===== src/rtl/exmem_pkg.sv =====
// Shared widths and field bundles for the EX->MEM pipeline register.
// The control groups are kept as small structs so the top can gate them as a unit.
package exmem_pkg;

  localparam int DEF_PC_W       = 12;
  localparam int DEF_DATA_W     = 8;
  localparam int DEF_REG_ADDR_W = 3;

  typedef struct packed {
    logic mem_read_write;
    logic pc_src;
  } exmem_mem_ctrl_t;

  typedef struct packed {
    logic mem_or_alu;
    logic reg_write_signal;
  } exmem_wb_ctrl_t;

  typedef struct packed {
    logic [DEF_PC_W-1:0]       new_branch_pc;
    logic                      zero;
    logic [DEF_DATA_W-1:0]     alu_result;
    logic [DEF_DATA_W-1:0]     data_2;
    logic [DEF_REG_ADDR_W-1:0] reg_write;
    exmem_mem_ctrl_t           mem;
    exmem_wb_ctrl_t            wb;
  } exmem_payload_t;

  // Kill the write-enabling control bits of a slot that holds no instruction.
  function automatic exmem_mem_ctrl_t gate_mem(input exmem_mem_ctrl_t c, input logic vld);
    exmem_mem_ctrl_t r;
    r.mem_read_write = c.mem_read_write & vld;
    r.pc_src         = c.pc_src & vld;
    return r;
  endfunction

endpackage


===== src/rtl/exmem_slot.sv =====
// One pipeline slot: valid bit plus payload register with load/hold/clear.
// Load wins over clear so a slot can hand its entry on and refill in the same edge.
module exmem_slot #(
  parameter int W = 8
) (
  input  logic         clk,
  input  logic         rst_n,
  input  logic         load_i,
  input  logic         clear_i,
  input  logic [W-1:0] dat_i,
  output logic         vld_o,
  output logic [W-1:0] dat_o
);

  logic         vld_q;
  logic [W-1:0] dat_q;

  always_ff @(posedge clk or negedge rst_n) begin
    if (!rst_n) begin
      vld_q <= 1'b0;
      dat_q <= '0;
    end else if (load_i) begin
      vld_q <= 1'b1;
      dat_q <= dat_i;
    end else if (clear_i) begin
      vld_q <= 1'b0;
    end
  end

  assign vld_o = vld_q;
  assign dat_o = dat_q;

endmodule


===== src/rtl/exmem_pipe.sv =====
// Elastic EX->MEM register chain of DEPTH slots: DEPTH-cycle latency, 1/cycle throughput.
// Combinational ready chain lets bubbles collapse under stall; in_ready drops only when all slots are full.
module exmem_pipe
  import exmem_pkg::*;
#(
  parameter int PC_W       = DEF_PC_W,
  parameter int DATA_W     = DEF_DATA_W,
  parameter int REG_ADDR_W = DEF_REG_ADDR_W,
  parameter int DEPTH      = 2
) (
  input  logic                         clk,
  input  logic                         rst_n,
  input  logic                         flush,
  input  logic                         in_valid,
  output logic                         in_ready,
  input  logic [PC_W-1:0]              in_new_branch_pc,
  input  logic                         in_zero,
  input  logic [DATA_W-1:0]            in_alu_result,
  input  logic [DATA_W-1:0]            in_data_2,
  input  logic [REG_ADDR_W-1:0]        in_reg_write,
  input  logic                         in_MEM_mem_read_write,
  input  logic                         in_MEM_pc_src,
  input  logic                         in_WB_mem_or_alu,
  input  logic                         in_WB_reg_write_signal,
  output logic                         out_valid,
  input  logic                         out_ready,
  output logic [PC_W-1:0]              out_new_branch_pc,
  output logic                         out_zero,
  output logic [DATA_W-1:0]            out_alu_result,
  output logic [DATA_W-1:0]            out_data_2,
  output logic [REG_ADDR_W-1:0]        out_reg_write,
  output logic                         out_MEM_mem_read_write,
  output logic                         out_MEM_pc_src,
  output logic                         out_WB_mem_or_alu,
  output logic                         out_WB_reg_write_signal,
  output logic [$clog2(DEPTH+1)-1:0]   occupancy
);

  typedef struct packed {
    logic [PC_W-1:0]       new_branch_pc;
    logic                  zero;
    logic [DATA_W-1:0]     alu_result;
    logic [DATA_W-1:0]     data_2;
    logic [REG_ADDR_W-1:0] reg_write;
    exmem_mem_ctrl_t       mem;
    exmem_wb_ctrl_t        wb;
  } payload_t;

  localparam int PL_W  = $bits(payload_t);
  localparam int OCC_W = $clog2(DEPTH+1);

  // chain[0] is the EX input, chain[i+1] is the content of slot i.
  payload_t         chain [DEPTH+1];
  payload_t         last;
  exmem_mem_ctrl_t  mem_gated;
  logic [DEPTH-1:0] vld;
  logic [DEPTH-1:0] adv;
  logic [DEPTH-1:0] load;
  logic [DEPTH-1:0] clear;
  logic [DEPTH-1:0] vld_d;
  logic [DEPTH:0]   feed;
  logic             free;
  logic [OCC_W-1:0] occ_d;
  logic [OCC_W-1:0] occ_q;

  assign chain[0] = {in_new_branch_pc, in_zero, in_alu_result, in_data_2, in_reg_write,
                     in_MEM_mem_read_write, in_MEM_pc_src,
                     in_WB_mem_or_alu, in_WB_reg_write_signal};

  for (genvar g = 0; g < DEPTH; g++) begin : g_slot
    exmem_slot #(.W(PL_W)) u_slot (
      .clk     (clk),
      .rst_n   (rst_n),
      .load_i  (load[g]),
      .clear_i (clear[g]),
      .dat_i   (chain[g]),
      .vld_o   (vld[g]),
      .dat_o   (chain[g+1])
    );
  end

  always_comb begin
    free     = out_ready;
    adv      = '0;
    load     = '0;
    clear    = '0;
    vld_d    = '0;
    feed     = '0;
    occ_d    = '0;
    in_ready = 1'b0;
    // Walk from the MEM end back to EX: a slot is free if empty or its entry moves on.
    for (int i = DEPTH-1; i >= 0; i--) begin
      adv[i] = vld[i] & free;
      free   = ~vld[i] | adv[i];
    end
    in_ready = free;
    feed     = {adv, in_valid & free};
    for (int i = 0; i < DEPTH; i++) begin
      load[i]  = ~flush & feed[i];
      clear[i] = flush | (adv[i] & ~load[i]);
      vld_d[i] = load[i] | (vld[i] & ~clear[i]);
      occ_d    = occ_d + OCC_W'(vld_d[i]);
    end
  end

  always_ff @(posedge clk or negedge rst_n) begin
    if (!rst_n) begin
      occ_q <= '0;
    end else begin
      occ_q <= occ_d;
    end
  end

  assign occupancy = occ_q;
  assign last      = chain[DEPTH];
  assign mem_gated = gate_mem(last.mem, out_valid);

  assign out_valid               = vld[DEPTH-1];
  assign out_new_branch_pc       = last.new_branch_pc;
  assign out_zero                = last.zero;
  assign out_alu_result          = last.alu_result;
  assign out_data_2              = last.data_2;
  assign out_reg_write           = last.reg_write;
  assign out_MEM_mem_read_write  = mem_gated.mem_read_write;
  assign out_MEM_pc_src          = mem_gated.pc_src;
  assign out_WB_mem_or_alu       = last.wb.mem_or_alu;
  assign out_WB_reg_write_signal = last.wb.reg_write_signal & out_valid;

endmodule


===== config.mk =====
export PLATFORM = sky130hd
export DESIGN_NAME = exmem_pipe
export DESIGN_NICKNAME = d
export VERILOG_FILES = /design/src/rtl/exmem_pkg.sv /design/src/rtl/exmem_slot.sv /design/src/rtl/exmem_pipe.sv
export SDC_FILE = /design/constraint.sdc
export NUM_CORES = 1
export LEC_CHECK = 0
export ABC_AREA = 1
export CAP_MARGIN = 20
export CORE_MARGIN = 2
export CORE_UTILIZATION = 30
export CTS_CLUSTER_DIAMETER = 120
export CTS_CLUSTER_SIZE = 24
export DETAILED_ROUTE_END_ITERATION = 10
export SYNTH_ARGS = -nofsm -noshare
export SYNTH_HDL_FRONTEND = slang
export SYNTH_SLANG_ARGS = --single-unit

===== constraint.sdc =====
create_clock -name clk -period 2.98 [get_ports clk]
set_input_delay 0.447 -clock clk [delete_from_list [all_inputs] [get_ports clk]]
set_output_delay 0.447 -clock clk [all_outputs]
set_load 0.05 [all_outputs]

Word level (Yosys, flattened, before mapping)
Index checks and enable logic that the tools add are counted.

Logic and storage cells: 37. Flip-flop bits (word level): 76. Output and inout port bits: 40. Input port bits: 41.

Reduce and logical (&&, ||, !) cells: 2. Bitwise operators: 25. Mux-type cells: 4. Add/subtract/negate cells: 1.

Operator list (number): 1-bit AND (12); 1-bit NOT (7); 1-bit bitwise OR (6); 1-bit two-way mux (4); 2-bit nonzero test (2); 1-bit by 1-bit adder with 2-bit output (1).

Depth between registers and ports, before layout
Gate-level depths: netlist (run 1).

Word-level depth: 13. Mapped depth: 6. Depth with buffers taken out: 5.

Cells and area by module
A second synthesis (run 1) with hierarchy kept.

Cell total of the unflattened synthesis: 340. Area, all modules: 3070.4 sq um.

Modules (own cells, without submodules): exmem_slot (instances 2, area each 1447.6 sq um, sequential area each 925.9 sq um, cells an instance 156); exmem_pipe (instances 1, area each 175.2 sq um, sequential area each 50.0 sq um, cells an instance 28).

Worst setup path after synthesis (run 1)
OpenSTA, ideal clock, no wires.

Path kind: flip-flop to flip-flop. Start point: register g_slot[1].u_slot.vld_q. End point: register occ_q[0] (netlist: occupancy[0]). Setup time: 126 ps. Buffers on the path: 1. Required time: 2854 ps. Slack: 957 ps. Period minus slack after synthesis: 2023 ps. Stages on the path, launching flop included: 5. Arrival time: 1897 ps. Cell sequence: dfrtp_1 -> nand3_2 -> clkbuf_1 -> a21oi_1 -> ha_1.

Word-level cells in the longest chain between the ends: 13. Elaborated cells on any way between the ends: 21. Those cells by class: add/sub (1); bitwise (20).

RTL lines: from (decl) (line exmem_slot.sv:15) `logic vld_q;`; from (signal assigned) (line exmem_slot.sv:20) `vld_q <= 1'b0;`; from (signal assigned) (line exmem_slot.sv:23) `vld_q <= 1'b1;`; from (signal assigned) (line exmem_slot.sv:26) `vld_q <= 1'b0;`; 1-bit AND / 1-bit NOT (equally long branches) (line exmem_pipe.sv:93, exmem_pipe.sv:94); 1-bit bitwise OR (*) (line exmem_pipe.sv:94) `free = ~vld[i] | adv[i];`; 1-bit AND (*) (line exmem_pipe.sv:93) `adv[i] = vld[i] & free;`; 1-bit bitwise OR (*) (line exmem_pipe.sv:94); net in_ready (line exmem_pipe.sv:15) `output logic in_ready,`; 1-bit AND (*) (line exmem_pipe.sv:97) `feed = {adv, in_valid & free};`; 1-bit AND (*) (line exmem_pipe.sv:99) `load[i] = ~flush & feed[i];`; 1-bit NOT (line exmem_pipe.sv:100) `clear[i] = flush | (adv[i] & ~load[i]);`; 1-bit AND (line exmem_pipe.sv:100); 1-bit bitwise OR (line exmem_pipe.sv:100); 1-bit NOT (line exmem_pipe.sv:101) `vld_d[i] = load[i] | (vld[i] & ~clear[i]);`; 1-bit AND (line exmem_pipe.sv:101); 1-bit bitwise OR (*) (line exmem_pipe.sv:101); 1-bit by 1-bit adder with 2-bit output (*) (line exmem_pipe.sv:102) `occ_d = occ_d + OCC_W'(vld_d[i]);`; net occ_d[0] (line exmem_pipe.sv:63) `logic [OCC_W-1:0] occ_d;`; to (signal assigned) (line exmem_pipe.sv:108) `occ_q <= '0;`; to (signal assigned) (line exmem_pipe.sv:110) `occ_q <= occ_d;`; to (decl) (line exmem_pipe.sv:64) `logic [OCC_W-1:0] occ_q;`.

Mark *: on every way through the listed nets, which the timed path passes. The rest lies on a longest branch. A chain may end at the register's enable or synchronous reset.

Final worst setup path (run 1)
Start point: register g_slot[1].u_slot.vld_q. End point: output port out_WB_reg_write_signal.

Word-level cells in the longest chain between the ends: 1.

RTL lines: 1-bit AND (line exmem_pipe.sv:127) `assign out_WB_reg_write_signal = last.wb.reg_write_signal & out_valid;`; to (decl) (line exmem_pipe.sv:35) `output logic out_WB_reg_write_signal,`.

Every way passes these cells.

==> results of run 1 <==
[power by group]
group | internal [mW] | switching, mW
registers | 1.20 | 0.0942
clock network | 0.417 | 0.407
logic | 0.283 | 0.543
[layout make-up]
cell class	count	area, um2	share of cell area, %
well taps	140	175	4.21
repair buffers	85	833	20.0
inverters	6	22.5	0.541
flip-flops and latches	76	1900	45.7
clock buffers	10	138	3.31
multi-input cells	230	1020	24.6
clock inverters	6	68.8	1.65
[cell families after synthesis]
group,Yosys count
AO/OA/AOI/OAI,4
adder cells (fa/ha/maj),1
buffers and inverters,58
flip-flops,76
AND/OR/NAND/NOR,225
[worst register-to-register path, cell delays in order (launching register included)]
cell and delay (ns):
dfrtp_1 0.46, nand3_2 0.18, buf_4 0.28, nand2_4 0.29, nand2_1 0.14, nand2_1 0.06
[through the flow]
stage | power [mW] | hold WS, ns | cells
after floorplan | 1.95 | 0.151 | 364
after global placement | 2.14 | 0.452 | 537
after detailed placement | 2.15 | 0.458 | 537
after CTS | 2.99 | 0.278 | 553
after global routing | 3.11 | 0.315 | 553
final | 2.94 | 0.254 | 553
[state kept, by name (all words and copies together) (netlist names)]
| name | flops |
|---|---|
| g_slot.u_slot.dat_o | 72 |
| g_slot.u_slot.vld_o | 2 |
| occupancy | 2 |
[synthesized netlist by cell type, drive strengths merged]
cell	instances	area, um2
nand2	150	581
dfrtp	76	1900
nand3	73	370
buf	49	334
inv	6	22.5
a21oi	4	20.0
clkbuf	3	11.3
nor2	2	40.0
ha	1	12.5
[metal layers]
metal  routed length (um)  global-route usage (%)  vias to the layer above
met4                  143                    6.04                        0
li1                     -                       -                     1216
met2                 3470                    21.4                       59
met5                    0                       0                        -
met3                  408                    2.81                       13
met1                 3250                    16.9                     1113
[worst paths after layout]
path | startpoint | to | slack (ns) | cells past startpoint
min reg2reg | g_slot[1].u_slot.dat_o[31] | g_slot[1].u_slot.dat_o[31] | 0.47 | 2
min | rst_n | g_slot[1].u_slot.dat_o[33] | 0.25 | 1
max reg2reg | g_slot[1].u_slot.vld_o | g_slot[0].u_slot.dat_o[5] | 1.46 | 5
min in group clk | g_slot[1].u_slot.dat_o[31] | g_slot[1].u_slot.dat_o[31] | 0.47 | 2
max in group asynchronous | rst_n | g_slot[0].u_slot.dat_o[5] | 2.10 | 1
max | g_slot[1].u_slot.vld_o | out_WB_reg_write_signal | 0.79 | 3
==> out/results.ini, run 1 <==
[run_status]
status=complete, no violations

[synth]
synth_cells=364
synth_cell_type_count=15
synth_seq_cells=76
yosys-mux-area-fraction_pct=0
syn-mean-instance-area_um2=9.05
synth-compound-area-share_pct=0.608
yosysWarningCount=0
synth_fa_ha_area_share_pct=0.380
synth_top_family_by_area=simple AND/OR/NAND/NOR gates
syn_area_um2=3290
seq_area_frac_synth_pct=57.8
synth_fp_nets=406
yosys.area_share.simple_pct=30.1
synth_xor_xnor_area_share_pct=0

[critical_path]
crit_path_end_kind=output port
critical_path_buf_inv_count=2
start_kind=register
crit_required_ns=2.53
critical_path_class=reg2out
cp_slowest_stage_delay_ns=0.79
crit_family=buffers and inverters
crit_chain=nand2_1 > inv_1 > clkdlybuf4s50_1
crit_arrival_ns=1.74
cp_slowest_cell=clkdlybuf4s50_1
crit_fanout=6

[sta]
rsz0062_at_grt=no
drv_slew=0
period_share_pct=73.5
max_freq_ghz=0.456
finalSetupViolations=0
worstMarginPinSlew_ns=0.980
fin_tns_setup_ns=0
finalWorstSetupSlack_ns=0.789
relSlewSlack_pct=34.6
finalHoldViolations=0
skew_ns=0.00811
period_needed_ns=2.19

[detailed_routing]
route.vias.total=2401
via_per_inst=4.34
drt_iter0_markers=73
routedWlPerCell_um=13.1
drc_errors=0
ant_nets=0
firstDrtPassIters=4
drt_wl_total_mm=7.27

[clock_tree]
cts_tree=done
numCtsBuffers=9
clock-sinks=76
postCtsSetupBuffers=0
clk_transition_reported_paths_ns=0.08
ctsHoldBuffers=0
htreeDepth=3
ctsResizeCount=0
clk_latency_ns=0.34
root_buffer=clkbuf_8
cts_buffer_depth=2

[floorplan]
initial_core_util_pct=30.5
die_y_um=109
die_area_um2=11800
chipWidth_um=109
fp-row-count=38
io_pins=81
core_region_area_um2=10800

[placed_design]
dp.final_hpwl_mm=4.62
post_dp_cell_area_um2=3960
dp_slack_ns=0.827
io_buffers=80
gp_congestion=0.747

[grt]
grt-ovfl-total=0
antenna_found_initial=0
track_usage_pct=13.2
grt_pass1_vias=2369
grt_first_pass_wirelength_mm=11.9
grt_max_degree=77

[power]
cellLeakagePower_nw=2.10
power_density_nw_per_um2=707
ir_drop_uv=240

[finish]
insertedDiodeCount=0
fin_area_um2=4160
fillCellCount=1123
most-common-layout-cells=nand2_1, clkdlybuf4s50_1, dfrtp_1
final_core_util_pct=38.6
mostFrequentLayoutCell=nand2_1
drive_gt1_share_pct=7.26
syn_to_final_growth_pct=26.4
nNetsFinal=450

[hold_path]
hold_path.class=in2async

[flow_run]
maxCapViolCount=0

(Power assumes the default switching activity.)
==> inputs of run 2 (changes only) <==
==> constraint.sdc (replaced) <==
create_clock -name clk -period 2.09 [get_ports clk]
set_input_delay 0.3135 -clock clk [delete_from_list [all_inputs] [get_ports clk]]
set_output_delay 0.3135 -clock clk [all_outputs]
set_load 0.05 [all_outputs]
==> out/results.ini, run 2 (synthesis gave the netlist of run 1 again) <==
[critical_path]
cp.depth=1  ; -2
crit_fanout=6  ; unchanged
crit_chain=clkdlybuf4s50_1
critical_path_buf_inv_count=1  ; -1
cp_slowest_stage_delay_ns=0.85  ; +0.06 ns
crit_required_ns=1.78  ; -0.75 ns
critical_path_class=reg2out
cp_slowest_cell=clkdlybuf4s50_1
crit_family=buffers and inverters
start_kind=register
reg2regPathDepth=4  ; -1
crit_arrival_ns=1.67  ; -0.07 ns
crit_path_end_kind=output port

[floorplan]
initial_core_util_pct=30.5  ; unchanged
core_region_area_um2=10800  ; unchanged
fp-row-count=38  ; unchanged
chipWidth_um=109  ; unchanged
die_y_um=109  ; unchanged
io_pins=81  ; unchanged
die_area_um2=11800  ; unchanged

[power]
cellLeakagePower_nw=2.15  ; +2.8%
p_comb_share_pct=27.8  ; -0.2 points
intPower_mw=2.83  ; +49%
p_clk_share_pct=29.2  ; +1.2 points
p_sw_share_pct=34.0  ; -1.4 points
seqPwrFrac_pct=43.0  ; -0.9 points
power_density_nw_per_um2=1010  ; +43%
ir_drop_uv=448  ; +87%
power.switching_mw=1.46  ; +40%

[clock_tree]
numCtsBuffers=9  ; unchanged
cts_tree=done
clk_latency_ns=0.34  ; about the same
clk_transition_reported_paths_ns=0.08  ; about the same
cts_buffer_depth=2  ; unchanged
root_buffer=clkbuf_8
htreeDepth=3  ; unchanged
clock-sinks=76  ; unchanged

[finish]
fin_area_um2=4230  ; +1.6%
final_core_util_pct=39.2  ; +0.63 points
most-common-layout-cells=nand2_1, dfrtp_1, clkdlybuf4s50_1
drive_gt1_share_pct=7.69  ; +0.43 points
syn_to_final_growth_pct=28.5
insertedDiodeCount=0  ; unchanged
mostFrequentLayoutCell=nand2_1
nNetsFinal=453  ; +0.67%
largest_reg_flops=72  ; unchanged

[grt]
grt_pass1_vias=2608  ; +10%
antenna_found_initial=0  ; unchanged
grt_first_pass_wirelength_mm=12.6  ; +6.0%
track_usage_pct=13.9  ; +0.69 points
grt-ovfl-total=0  ; unchanged
grt_max_degree=45  ; -42%

[placed_design]
dp.final_hpwl_mm=4.86  ; +5.1%
gp_congestion=0.764  ; +2.3%
post_dp_cell_area_um2=4000  ; +1.0%
io_buffers=80  ; unchanged
dp_slack_ns=0.168  ; -0.659 ns

[detailed_routing]
drc_errors=0  ; unchanged
routedWlPerCell_um=13.2  ; +0.73%
drt_wl_total_mm=7.36  ; +1.3%
firstDrtPassIters=4  ; unchanged
ant_nets=0  ; unchanged
route.vias.total=2431  ; +1.2%
drt_iter0_markers=95  ; +30%
via_per_inst=4.37  ; +0.70%

[sta]
max_freq_ghz=0.505
skew_ns=0.00719  ; -0.000921 ns
period_share_pct=94.7
finalSetupViolations=0  ; unchanged
worstMarginPinSlew_ns=0.530  ; -0.450 ns
fin_tns_setup_ns=0  ; unchanged
drv_slew=0  ; unchanged
relSlewSlack_pct=64.6  ; +30 points
finalHoldViolations=0  ; unchanged
period_needed_ns=1.98
rsz0062_at_grt=no
finalWorstSetupSlack_ns=0.111  ; -0.678 ns

[run_status]
status=complete, no violations

[hold_path]
hold_path.class=in2async

[flow_run]
maxCapViolCount=0  ; unchanged

[run 2: changes by cell type in the layout (fill, tap and decap cells not counted), sizes merged, moves of 2 or more]
cell	change
buf	+2
clkdlybuf4s50	-3
dlygate4sd2	+2
inv	-2
[run 2: layout make-up]
class,count,area (um2)
clock buffers,10,138
multi-input cells,230,1020
well taps,140,175
inverters,6,22.5
fillers,1119,6560
clock inverters,6,86.3
flip-flops and latches,76,1900
repair buffers,88,883
[run 2: final timing paths]
kind                                           start                          to  slack, ns
min in group clk           g_slot[1].u_slot.dat_o[7]   g_slot[1].u_slot.dat_o[7]       0.47
setup reg to reg              g_slot[1].u_slot.vld_o  g_slot[0].u_slot.dat_o[13]       0.72
hold / removal                                 rst_n  g_slot[1].u_slot.dat_o[33]       0.46
max in group asynchronous                      rst_n  g_slot[1].u_slot.dat_o[11]       1.04
hold reg to reg            g_slot[1].u_slot.dat_o[7]   g_slot[1].u_slot.dat_o[7]       0.47
setup / recovery              g_slot[1].u_slot.vld_o                   out_valid       0.11
[run 2: repair_timing]
item	CTS	global route
hold buffers	1	0
endpoints found under the setup margin	2	1
resized for setup	2	1
buffers inserted	0	0
hold endpoints to repair	32	0
[run 2: worst register-to-register path: cells and delay by family, from the launching register on]
kind          cells  cell delay (ns)
flops             1             0.48
simple gates      4             0.83
[run 2: power by group through the flow]
| stage | Clock [mW] | Sequential (mW) | Combinational [mW] |
|---|---|---|---|
| after floorplan | 0 | 1.88 | 0.909 |
| after global placement | 0 | 1.87 | 1.19 |
| after detailed placement | 0 | 1.87 | 1.21 |
| after CTS | 1.30 | 1.85 | 1.21 |
| after global routing | 1.37 | 1.87 | 1.28 |
| final | 1.25 | 1.84 | 1.19 |
[run 2: routing by layer]
layer	track usage [%]	share of wire, %
met2	23.6	49
met3	3.29	4.8
met1	16.9	45
met4	5.77	1.6
met5	0	0
[run 2: metrics by stage]
step | hold WS [ns] | cells | total power, mW
after floorplan | 0.0179 | 364 | 2.79
after global placement | 0.278 | 539 | 3.06
after detailed placement | 0.290 | 539 | 3.08
after CTS | 0.457 | 556 | 4.36
after global routing | 0.480 | 556 | 4.53
final | 0.457 | 556 | 4.28
==> inputs of run 3 (changes only) <==
--- a/config.mk
+++ b/config.mk
@@ -12,6 +12,7 @@
 export CTS_CLUSTER_DIAMETER = 120
 export CTS_CLUSTER_SIZE = 24
 export DETAILED_ROUTE_END_ITERATION = 10
+export SKIP_LAST_GASP = 1
 export SYNTH_ARGS = -nofsm -noshare
 export SYNTH_HDL_FRONTEND = slang
 export SYNTH_SLANG_ARGS = --single-unit
==> results of run 3 <==
No change in the layout: final DEF, timing and power equal those of run 2.
